## config.mk

```make
export PLATFORM = sky130hd
export DESIGN_NAME = signal_mux_scheduler
export DESIGN_NICKNAME = d
export VERILOG_FILES = /design/src/rtl/signal_mux_pkg.sv /design/src/rtl/signal_rr_pick.sv /design/src/rtl/signal_mux_scheduler.sv
export SDC_FILE = /design/constraint.sdc
export NUM_CORES = 1
export LEC_CHECK = 0
export BUFFER_PORTS_ARGS = -buffer_cell sky130_fd_sc_hd__buf_4
export CORE_ASPECT_RATIO = 1.75
export CORE_MARGIN = 4
export CORE_UTILIZATION = 40
export CTS_BUF_LIST = sky130_fd_sc_hd__clkbuf_16
export CTS_CLUSTER_SIZE = 40
export DETAILED_ROUTE_END_ITERATION = 12
export REMOVE_ABC_BUFFERS = 1
export SLEW_MARGIN = 20
export SYNTH_ARGS = -nofsm -noshare
export SYNTH_HDL_FRONTEND = slang
export SYNTH_SLANG_ARGS = --single-unit
```

## constraint.sdc

```tcl
create_clock -name clk -period 1.95 [get_ports clk]
set_clock_uncertainty 0.15 [all_clocks]
set_input_delay 0.2925 -clock clk [delete_from_list [all_inputs] [get_ports clk]]
set_output_delay 0.2925 -clock clk [all_outputs]
set_load 0.01 [all_outputs]
```

## src/rtl/signal_mux_pkg.sv

```systemverilog
// Shared definitions for the signal mux scheduler slice.
//   SEL_*      : mux select codes for each source and for the idle (4'hF) input
//   sched_st_t : scheduler state encoding
//   idx_to_sel : maps a requester index (req bit position) to its mux code
package signal_mux_pkg;

  localparam logic [3:0] SEL_A    = 4'd2;
  localparam logic [3:0] SEL_B    = 4'd0;
  localparam logic [3:0] SEL_D    = 4'd3;
  localparam logic [3:0] SEL_E    = 4'd1;
  localparam logic [3:0] SEL_IDLE = 4'd4;

  typedef enum logic [1:0] {
    ST_IDLE  = 2'd0,
    ST_GRANT = 2'd1,
    ST_GAP   = 2'd2
  } sched_st_t;

  // req bit order is A, B, D, E; the mux codes are not in that order.
  function automatic logic [3:0] idx_to_sel(input logic [1:0] idx);
    logic [3:0] code;
    case (idx)
      2'd0:    code = SEL_A;
      2'd1:    code = SEL_B;
      2'd2:    code = SEL_D;
      default: code = SEL_E;
    endcase
    return code;
  endfunction

endpackage

```

## src/rtl/signal_rr_pick.sv

```systemverilog
// Combinational rotating-priority picker.
//   req   : request vector (bit0=A, bit1=B, bit2=D, bit3=E)
//   ptr   : index with highest priority; scan proceeds ptr, ptr+1, ... mod 4
//   valid : at least one request is set
//   idx   : index of the first set request in scan order (0 when !valid)
module signal_rr_pick (
  input  logic [3:0] req,
  input  logic [1:0] ptr,
  output logic       valid,
  output logic [1:0] idx
);

  logic [1:0] cand;

  always_comb begin
    valid = 1'b0;
    idx   = '0;
    cand  = '0;
    for (int unsigned i = 0; i < 4; i++) begin
      cand = ptr + 2'(i);
      if (!valid && req[cand]) begin
        valid = 1'b1;
        idx   = cand;
      end
    end
  end

endmodule

```

## src/rtl/signal_mux_scheduler.sv

```systemverilog
// Round-robin scheduler driving the select code of the 4-input signal mux.
// Each winner holds the mux for HOLD_CYCLES cycles (less if it drops its
// request), followed by one idle cycle with the mux on its 4'hF input.
//   clk   : system clock, rising edge
//   rst_n : asynchronous active-low reset
//   req   : request per source (bit0=A, bit1=B, bit2=D, bit3=E)
//   sel   : registered mux select code (SEL_IDLE when not granting)
//   grant : registered one-hot grant in req bit order, 0 when idle
//   busy  : high while granting
//   done  : pulse in the final cycle of a full-length grant
module signal_mux_scheduler
  import signal_mux_pkg::*;
#(
  parameter int unsigned HOLD_CYCLES = 3,
  parameter int unsigned CNT_W       = 4
) (
  input  logic       clk,
  input  logic       rst_n,
  input  logic [3:0] req,
  output logic [3:0] sel,
  output logic [3:0] grant,
  output logic       busy,
  output logic       done
);

  localparam logic [CNT_W-1:0] HOLD_LOAD = CNT_W'(HOLD_CYCLES - 1);

  sched_st_t        state_q, state_d;
  logic [CNT_W-1:0] cnt_q, cnt_d;
  logic [1:0]       ptr_q, ptr_d;
  logic [1:0]       gidx_q, gidx_d;
  logic [3:0]       sel_d;
  logic [3:0]       grant_d;
  logic             busy_d;
  logic             done_d;

  logic             pick_valid;
  logic [1:0]       pick_idx;

  signal_rr_pick u_pick (
    .req   (req),
    .ptr   (ptr_q),
    .valid (pick_valid),
    .idx   (pick_idx)
  );

  always_ff @(posedge clk or negedge rst_n) begin
    if (!rst_n) begin
      state_q <= ST_IDLE;
      cnt_q   <= '0;
      ptr_q   <= '0;
      gidx_q  <= '0;
      sel     <= SEL_IDLE;
      grant   <= '0;
      busy    <= 1'b0;
      done    <= 1'b0;
    end else begin
      state_q <= state_d;
      cnt_q   <= cnt_d;
      ptr_q   <= ptr_d;
      gidx_q  <= gidx_d;
      sel     <= sel_d;
      grant   <= grant_d;
      busy    <= busy_d;
      done    <= done_d;
    end
  end

  // Outputs are computed for the cycle being entered, so done is raised on
  // the edge that starts the last cycle of a grant (cnt reaching zero).
  always_comb begin
    state_d = state_q;
    cnt_d   = cnt_q;
    ptr_d   = ptr_q;
    gidx_d  = gidx_q;
    sel_d   = SEL_IDLE;
    grant_d = '0;
    busy_d  = 1'b0;
    done_d  = 1'b0;

    case (state_q)
      ST_IDLE, ST_GAP: begin
        if (pick_valid) begin
          state_d = ST_GRANT;
          gidx_d  = pick_idx;
          cnt_d   = HOLD_LOAD;
          sel_d   = idx_to_sel(pick_idx);
          grant_d = 4'b0001 << pick_idx;
          busy_d  = 1'b1;
          done_d  = (HOLD_LOAD == '0);
        end else begin
          state_d = ST_IDLE;
        end
      end

      ST_GRANT: begin
        if (!req[gidx_q] || (cnt_q == '0)) begin
          state_d = ST_GAP;
          ptr_d   = gidx_q + 2'd1;
        end else begin
          cnt_d   = cnt_q - 1'b1;
          sel_d   = idx_to_sel(gidx_q);
          grant_d = 4'b0001 << gidx_q;
          busy_d  = 1'b1;
          done_d  = (cnt_q == CNT_W'(1));
        end
      end

      default: state_d = ST_IDLE;
    endcase
  end

endmodule

```

# Word-level counts from Yosys, hierarchy flattened
# Cells that the tools add are included.
# W data, S select, Z words.
[op_classes] reduce_logical=17 n_lt_le_gt_ge=5 eq_ne=10 n_shift=2 n_addsub=5 mux=37
[op_table] op="$mux W4" count=4
[op_table] op="$pmux W4 S2" count=2
[op_table] op="$lt A2 B3 Y1 const B" count=5
[op_table] op="$mux W1" count=14
[op_table] op="$pmux W2 S3" count=2
[op_table] op="$bmux W1 S2" count=5
[op_table] op="$mux W2" count=5
[op_table] op="$shl A1 B2 Y4 const A" count=2
[op_table] op="$eq A2 B1 Y1 const B" count=3
[op_table] op="$eq A2 B2 Y1 const B" count=3
[op_table] op="$logic_not A2 Y1" count=3
[op_table] op="$mux W3" count=2
[op_table] op="$ne A2 B2 Y1 const B" count=3
[op_table] op="$pmux W3 S2" count=1
[op_table] op="$add A2 B1 Y2 const B" count=2
[op_table] op="$add A2 B2 Y2 const B" count=2
[op_table] op="$eq A4 B1 Y1 const B" count=1
[op_table] op="$logic_not A1 Y1" count=4
[op_table] op="$logic_not A4 Y1" count=1
[op_table] op="$pmux W2 S2" count=1
[op_table] op="$reduce_and A2 Y1" count=2
[op_table] op="$sub A4 B1 Y4 const B" count=1
[op_table] op="$logic_and A1 B1 Y1" count=3
[op_table] op="$reduce_and A3 Y1" count=1
[op_table] op="other kinds (4)" count=4
[totals] inputBits=6 ff_bits=20 out_inout_bits=10

# Logic depth before layout (Yosys ltp)
# Gate-level depths: netlist of run 1.
[logic_depth] depth_word=16 ltp_mapped=8

# By module
# From an unflattened synthesis of run 1, not the netlist that was laid out.
[hier_totals] cells_unflattened=99 area_unflattened_um2=997.2
[by_module_without_submodules] mod="signal_mux_scheduler" seq_area_each_um2=476.7 instances=1 area_each_um2=919.6 cells_per_inst=84
[by_module_without_submodules] mod="signal_rr_pick" seq_area_each_um2=0.0 instances=1 area_each_um2=77.6 cells_per_inst=15

# Least setup slack after synthesis of run 1
# OpenSTA, ideal clock, no wires.
[synth_path] path_type="reg-to-reg" start="register cnt_q[0]" end="register cnt_q[0]" setup_time_ns=0.082 arrival_time_ns=1.627 slack_ns=0.091 required_time_ns=1.718 path_buffers=1 path_stages_with_launch=9 cell_sequence="dfrtp_1 inv_1 ha_1 or3b_1 and3_1 buf_6 nor2_8 inv_4 mux2i_4"
[synth_between] elab_chain_len=4 elab_cells_between_ends=7
[synth_rtl] item="start, declared" line="signal_mux_scheduler.sv:29" rtl="logic [CNT_W-1:0] cnt_q, cnt_d;"
[synth_rtl] item="start signal, assigned" line="signal_mux_scheduler.sv:59" rtl="cnt_q <= cnt_d;"
[synth_rtl] item="branches (longest 4 deep; another with $sub A4 B1 Y4)"
# Several ways; the timed one is not identified. The select of a mux whose other input is x is not followed.
# A chain may end at the register's enable or synchronous reset.

# Final worst setup path of run 1
[layout_path] start="register cnt_q[1]" end="register ptr_q[1]"
[layout_between] elab_chain_len=3
[layout_rtl] item="$logic_not A4 Y1" line="signal_mux_scheduler.sv:97" rtl="if (!req[gidx_q] || (cnt_q == '0)) begin"
[layout_rtl] item="$logic_or A1 B1 Y1" line="signal_mux_scheduler.sv:97"
[layout_rtl] item="$reduce_and A2 Y1 (no source line)"
[layout_rtl] item="end signal, assigned" line="signal_mux_scheduler.sv:60" rtl="ptr_q <= ptr_d;"
[layout_rtl] item="end, declared" line="signal_mux_scheduler.sv:30" rtl="logic [1:0] ptr_q, ptr_d;"
# Every way passes these cells.

==> metrics, run 1 <==
result of the run finished clean; share of the cycle needed by the critical path after routing 94.1%; Final Hold Violating Endpoints 0; number of instances in the synthesized netlist 85; overall fraction of global-route tracks in use 13.0%; Switch Pwr 0.740 mW; post-detailed-routing wire length 1830 um; number of cells traversed by the worst register-to-register path 5; Switching Fraction 35.9%; wire length per cell after detailed routing 13.8 um; endpoint class of the critical path flop; worst voltage drop across the vdd grid 706 uV; Finished Layout Cells 133; TritonCTS clock tree yes; crit path setup slack, layout 0.116 ns; number of DRC markers in iteration 0 21; first-pass GRT wire length 3060 um; count of buffer and inverter cells on the critical path 1; overall die width 45.3 um; crit path time final 1.83 ns; Crit Path Class reg2reg; Diodes inserted 0; top cells by count, synth sky130_fd_sc_hd__dfrtp_1, sky130_fd_sc_hd__ha_1, sky130_fd_sc_hd__nand2_1, sky130_fd_sc_hd__nor2_1, sky130_fd_sc_hd__inv_1; max incr delay on CP 0.41 ns; number of sinks on the clock net 19; unrepaired setup endpoints after global routing false; flip-flop and latch count after synthesis 19; final routed DRC violation total 0; Skew-Pair Late Insertion Delay 0.25 ns; Post-Synthesis Mean Instance Area 11.5 sq um; post-synth design cell area 976 sq um; antenna viol nets, final 0; number of placed cells counting well taps 128; setup slack, reg-to-reg 0.12 ns; gpl congestion 0.763; number of levels in the clock H-tree 1; count of nets after finishing 122; crit-path max FO 4; fraction of the yosys area taken by sequential cells 48.8%; cell type with the highest aggregate area in the netlist sky130_fd_sc_hd__dfrtp_1; post-CTS setup buffers 0; largest net degree at the start of global routing 20; WHS 0.303 ns; DIE HEIGHT 73.3 um; total CTS buffers 3; cell with the largest stage delay on the worst path sky130_fd_sc_hd__or3b_4; vias in the first global route 715; cell row count 23; part of the power in registers 32.9%; Total Neg Setup Slack 0 ns; Arrival @ worst endpoint 1.82 ns; area of the core 2300 sq um; Setup Slack @ Placement -0.00241 ns; hold crit path type in2async; number of vias after detailed routing 703; maxcap violations 0; count of synthesis-stage warnings from yosys 0; logic gate share of total power 46.8%; first-pass iteration count of the detailed router 4; post-synth cell types 37; main area contributors after synthesis sky130_fd_sc_hd__dfrtp_1, sky130_fd_sc_hd__ha_1, sky130_fd_sc_hd__dfstp_2, sky130_fd_sc_hd__a21o_1, sky130_fd_sc_hd__mux2i_4; highest achievable clock rate 0.545 GHz; Synth Flop Type sky130_fd_sc_hd__dfrtp_1; antenna violations before repair 0; cell with the most instances after synthesis sky130_fd_sc_hd__dfrtp_1; CP Data Required Time 1.93 ns; Port Buffer Count 14; detailed-route vias per instance 5.29; crit start category flop; buffers from clock root to sink, at most 2; leakage power 0.612 nW; fraction of layout cells with a size suffix above 1 32.4%; area growth from synthesis to final layout 27.4%; Power Dens Cells 1660 nW/um^2; count of pins over their slew limit 0; Initial Util 42.4%; Levels on crit path 5; Power Internal 1.32 mW; number of flops mapped to enable cells by yosys 0; CP cell instances inv_1, ha_2, or3b_4, a21boi_2, mux2_1; part of the total power dissipated in the clock network 20.3%; largest delay contributor family on the critical path simple AND/OR/NAND/NOR gates; fraction of synthesized cell area taken by the top area cell type 46.2%; final setup vio count 0; clk slew on worst S/H paths 0.05 ns; global-route congestion overflow total 0; sum of net half-perimeters after detailed placement 1440 um; # IOs 16; Die Footprint 3330 sq um; clk root buf sky130_fd_sc_hd__clkbuf_16; post-synthesis async set-or-reset flop share 100%
==> placed cells by master (no fill, tap or decap), types with 3 or more instances in the layout <==
master / count
sky130_fd_sc_hd__nor3b_1: 3
sky130_fd_sc_hd__nand2b_1: 3
sky130_fd_sc_hd__dfrtp_1: 18
sky130_fd_sc_hd__ha_1: 6
sky130_fd_sc_hd__buf_4: 20
sky130_fd_sc_hd__a21o_1: 3
sky130_fd_sc_hd__o21ai_0: 3
sky130_fd_sc_hd__nand2_1: 5
sky130_fd_sc_hd__nor2_1: 5
sky130_fd_sc_hd__inv_1: 4
sky130_fd_sc_hd__clkbuf_16: 3
sky130_fd_sc_hd__a21oi_1: 3
sky130_fd_sc_hd__nor3_1: 3
==> registers in the layout (all words and copies together) (netlist names) <==
name     cells
sel          3
ptr_q        2
grant        4
done         1
cnt_q        4
state_q      2
gidx_q       2
busy         1
==> per-stage QoR <==
step	cell area, sq um	power, mW	util, %
2_1_floorplan	957	1.26	-
3_3_place_gp	1140	1.61	49.5
3_5_place_dp	1140	1.63	49.5
4_1_cts	1230	2.06	53.4
5_1_grt	1240	2.22	54.0
6_report	1240	2.06	54.0
==> cells by family (layout without fill, tap and decap cells) <==
family | Yosys count | after routing | share of synthesized area (%)
flops | 19 | 19 | 48.8
xor+xnor | 1 | 1 | 0.898
mux | 4 | 4 | 6.79
buf+inv | 8 | 31 | 4.49
other cells | 1 | 1 | 0.384
fa+ha+maj | 7 | 7 | 8.97
compound gates | 19 | 19 | 13.7
simple gates | 26 | 26 | 15.9
==> what timing repair did <==
| action | 4_1_cts | 5_1_grt |
|---|---|---|
| endpoints found under the hold margin | 18 | 0 |
| pin swaps | 0 | 1 |
| cloned | 0 | 0 |
| setup endpoints to repair | 3 | 9 |
| hold buffers | 1 | 0 |
| gates resized for setup | 1 | 4 |
==> metal layers <==
metal | track usage (%) | routed length (um) | up-vias
li1 | - | - | 347
met1 | 13.4 | 668 | 330
met2 | 22.4 | 978 | 19
met3 | 1.72 | 97 | 7
met4 | 10.4 | 87 | 0
met5 | 0 | 0 | -
==> power groups by stage <==
stage	Clock [mW]	Combinational, mW	Sequential, mW
global placement	0	0.934	0.678
CTS	0.430	0.949	0.679
global route	0.448	1.07	0.700
floorplan	0	0.535	0.724
detailed placement	0	0.942	0.685
finish	0.419	0.964	0.677
==> path summary, 6_finish.rpt <==
| path | start | end |
|---|---|---|
| setup / recovery | cnt_q[1] | ptr_q[1] |
| hold / removal | rst_n | grant[2] |
| setup reg to reg | cnt_q[1] | ptr_q[1] |
| hold reg to reg | cnt_q[3] | done |
| max in group asynchronous | rst_n | sel[2] |
| min in group clk | cnt_q[3] | done |
==> final cells by class <==
class | count | area, sq um
Timing Repair Buffer | 21 | 160
Sequential cell | 19 | 477
Tap cell | 25 | 31.3
Clock buffer | 3 | 75.1
Fill cell | 220 | 1060
Clock inverter | 1 | 5.00
Inverter | 6 | 25.0
Multi-Input combinational cell | 58 | 470
Note: power is estimated with default switching activity, not from simulation.
==> run 2, diff against run 1 <==
--- a/config.mk
+++ b/config.mk
@@ -5,7 +5,7 @@
 export SDC_FILE = /design/constraint.sdc
 export NUM_CORES = 1
 export LEC_CHECK = 0
-export BUFFER_PORTS_ARGS = -buffer_cell sky130_fd_sc_hd__buf_4
+export BUFFER_PORTS_ARGS = -buffer_cell sky130_fd_sc_hd__buf_2
 export CORE_ASPECT_RATIO = 1.75
 export CORE_MARGIN = 4
 export CORE_UTILIZATION = 40
==> run 2 against run 1 <==
Die area unchanged. Clock power down 1%. Routed wire length up 1.7%. Utilization down 1.6 points. Critical path depth unchanged. Hold slack better by 0.020 ns. Setup slack worse by 0.015 ns. Sequential power down 0.7%. Fmax down 0.82%. Sequential cell count unchanged. Via count down 0.28%. Register-to-register slack worse by 0.02 ns.
==> metrics, run 2 (synthesis gave the netlist of run 1 again) <==
number of vias after detailed routing 701 (-0.28%); detailed-route vias per instance 5.27 (-0.28%); DIE HEIGHT 73.3 um (unchanged); post-CTS setup buffers 0 (unchanged); Skew-Pair Late Insertion Delay 0.25 ns (about the same); met3 demand-to-capacity share in global routing 2.45% (+0.74 points); largest net degree at the start of global routing 20 (unchanged); Largest regs cnt_q x4, grant x4, sel x3; Arrival @ worst endpoint 1.83 ns (about the same); antenna viol nets, final 0 (unchanged); crit path time final 1.85 ns (+0.0151 ns); count of nets after finishing 122 (unchanged); Hold Path End gidx_q[0]; post-detailed-routing wire length 1860 um (+1.7%); Power Dens Cells 1670 nW/um^2 (+0.85%); TritonCTS clock tree yes; number of sinks on the clock net 19 (unchanged); GR met1 Demand/Resource 13.6% (+0.16 points); worst reg2reg endpoint ptr_q[1]; gpl congestion 0.753 (-1.3%); most utilized layer in the global route result met2; result of the run finished clean; first-pass GRT wire length 3170 um (+3.9%); startpoint of the most critical hold path req[0]; overall fraction of global-route tracks in use 13.5% (+0.49 points); Sequential Area 477 sq um (unchanged); met2 Resource Use GR 24.6% (+2.2 points); setup slack, reg-to-reg 0.10 ns (-0.02 ns); fraction of layout cells with a size suffix above 1 31.5% (-0.93 points); cell area after placement 1100 sq um (-3.1%); clk slew on worst S/H paths 0.05 ns (about the same); post-layout instance area 1210 sq um (-2.9%); leading cell types in the layout, fill and taps excluded sky130_fd_sc_hd__dfrtp_1, sky130_fd_sc_hd__buf_2, sky130_fd_sc_hd__ha_1, sky130_fd_sc_hd__buf_4; Initial Util 42.4% (unchanged); Crit Path Class reg2reg; wire length per cell after detailed routing 14.0 um (+1.7%); number of cells traversed by the worst register-to-register path 5 (unchanged); number of DRC markers in iteration 0 24 (+14%); area growth from synthesis to final layout 23.7%; hold crit path type in2reg; Diodes inserted 0 (unchanged); Die Footprint 3330 sq um (unchanged); vias in the first global route 726 (+1.5%); Final Hold Violating Endpoints 0 (unchanged); Port Buffer Count 14 (unchanged); maxcap violations 0 (unchanged); crit start category flop; area of the core 2300 sq um (unchanged); buffers from clock root to sink, at most 2 (unchanged); highest achievable clock rate 0.541 GHz (-0.82%); endpoint class of the critical path flop; sum of net half-perimeters after detailed placement 1460 um (+1.3%); startpoint of the worst-slack reg-to-reg timing path cnt_q[1]; leading cell type in the layout, fill and taps excluded sky130_fd_sc_hd__dfrtp_1; antenna violations before repair 0 (unchanged); worst voltage drop across the vdd grid 865 uV (+23%); overall die width 45.3 um (unchanged); WHS 0.323 ns (+0.0201 ns); cell row count 23 (unchanged); count of filler cells inserted in the layout 229 (+4.1%); CP Data Required Time 1.93 ns (about the same); crit-path max FO 4 (unchanged); # IOs 16 (unchanged); count of pins over their slew limit 0 (unchanged); first-pass iteration count of the detailed router 3 (-1); area occupied by multi-input gates 470 sq um (unchanged); final routed DRC violation total 0 (unchanged); leakage power 0.606 nW (-0.97%); global-route congestion overflow total 0 (unchanged); clk root buf sky130_fd_sc_hd__clkbuf_16; worst hold path stage count 4; total CTS buffers 3 (unchanged); Power, Total 2.02 mW (-2.1%); Total Neg Setup Slack 0 ns (unchanged); share of the cycle needed by the critical path after routing 94.8% (+0.77 points); number of levels in the clock H-tree 1 (unchanged); final setup vio count 0 (unchanged)
-- run 2: cell count changes in the layout (fill, tap and decap cells not counted), sizes merged --
cell	change
clkinv	-1
inv	+1
-- run 2: final cells by class --
class	count	area share, %
multi-input cells	58	39.0
repair buffers	21	10.4
well taps	25	2.59
flip-flops and latches	19	39.5
inverters	6	2.07
clock buffers	3	6.22
clock inverters	1	0.311
-- run 2: through the flow --
stage               util, %  setup slack, ns  instances
floorplan                 -           0.0605         83
global placement       47.9           0.0586        128
detailed placement     47.9          -0.0268        128
CTS                    52.0           0.0474        133
global route           52.4         -0.00262        133
finish                 52.4            0.100        133
-- run 2: routing by layer --
metal / part of all wire [%] / up-vias / wire, um
li1: - / 343 / -
met1: 38 / 340 / 713
met2: 55 / 14 / 1020
met3: 4.3 / 4 / 81
met4: 2.7 / 0 / 50
met5: 0 / - / 0
-- run 2: worst max path at each step --
| stage | cells past startpoint | end | from | slack [ns] |
|---|---|---|---|---|
| after CTS | 6 | cnt_q[2] | cnt_q[1] | 0.05 |
| after detailed placement | 7 | cnt_q[0] | cnt_q[1] | -0.03 |
| final | 5 | ptr_q[1] | cnt_q[1] | 0.10 |
| after floorplan | 6 | cnt_q[2] | cnt_q[0] | 0.06 |
| after global placement | 7 | cnt_q[0] | cnt_q[1] | 0.06 |
| after global routing | 5 | ptr_q[1] | cnt_q[1] | -0.003 |
-- run 2: report_power, final --
part | internal [mW] | switching [mW]
registers | 0.567 | 0.105
clock network | 0.273 | 0.142
logic | 0.438 | 0.492
total | 1.28 | 0.738
-- run 2: timing repair --
item                                    CTS  global route
hold buffers                              1             0
hold endpoints to repair                 18             0
resized for setup                         2             3
endpoints found under the setup margin    5             3
-- run 2: worst max-delay path: stages, from the launching register on --
cell and delay, ns:
sky130_fd_sc_hd__dfrtp_1 0.39, sky130_fd_sc_hd__inv_1 0.09, sky130_fd_sc_hd__ha_2 0.19, sky130_fd_sc_hd__or3b_4 0.41, sky130_fd_sc_hd__a21boi_2 0.18, sky130_fd_sc_hd__mux2_1 0.33
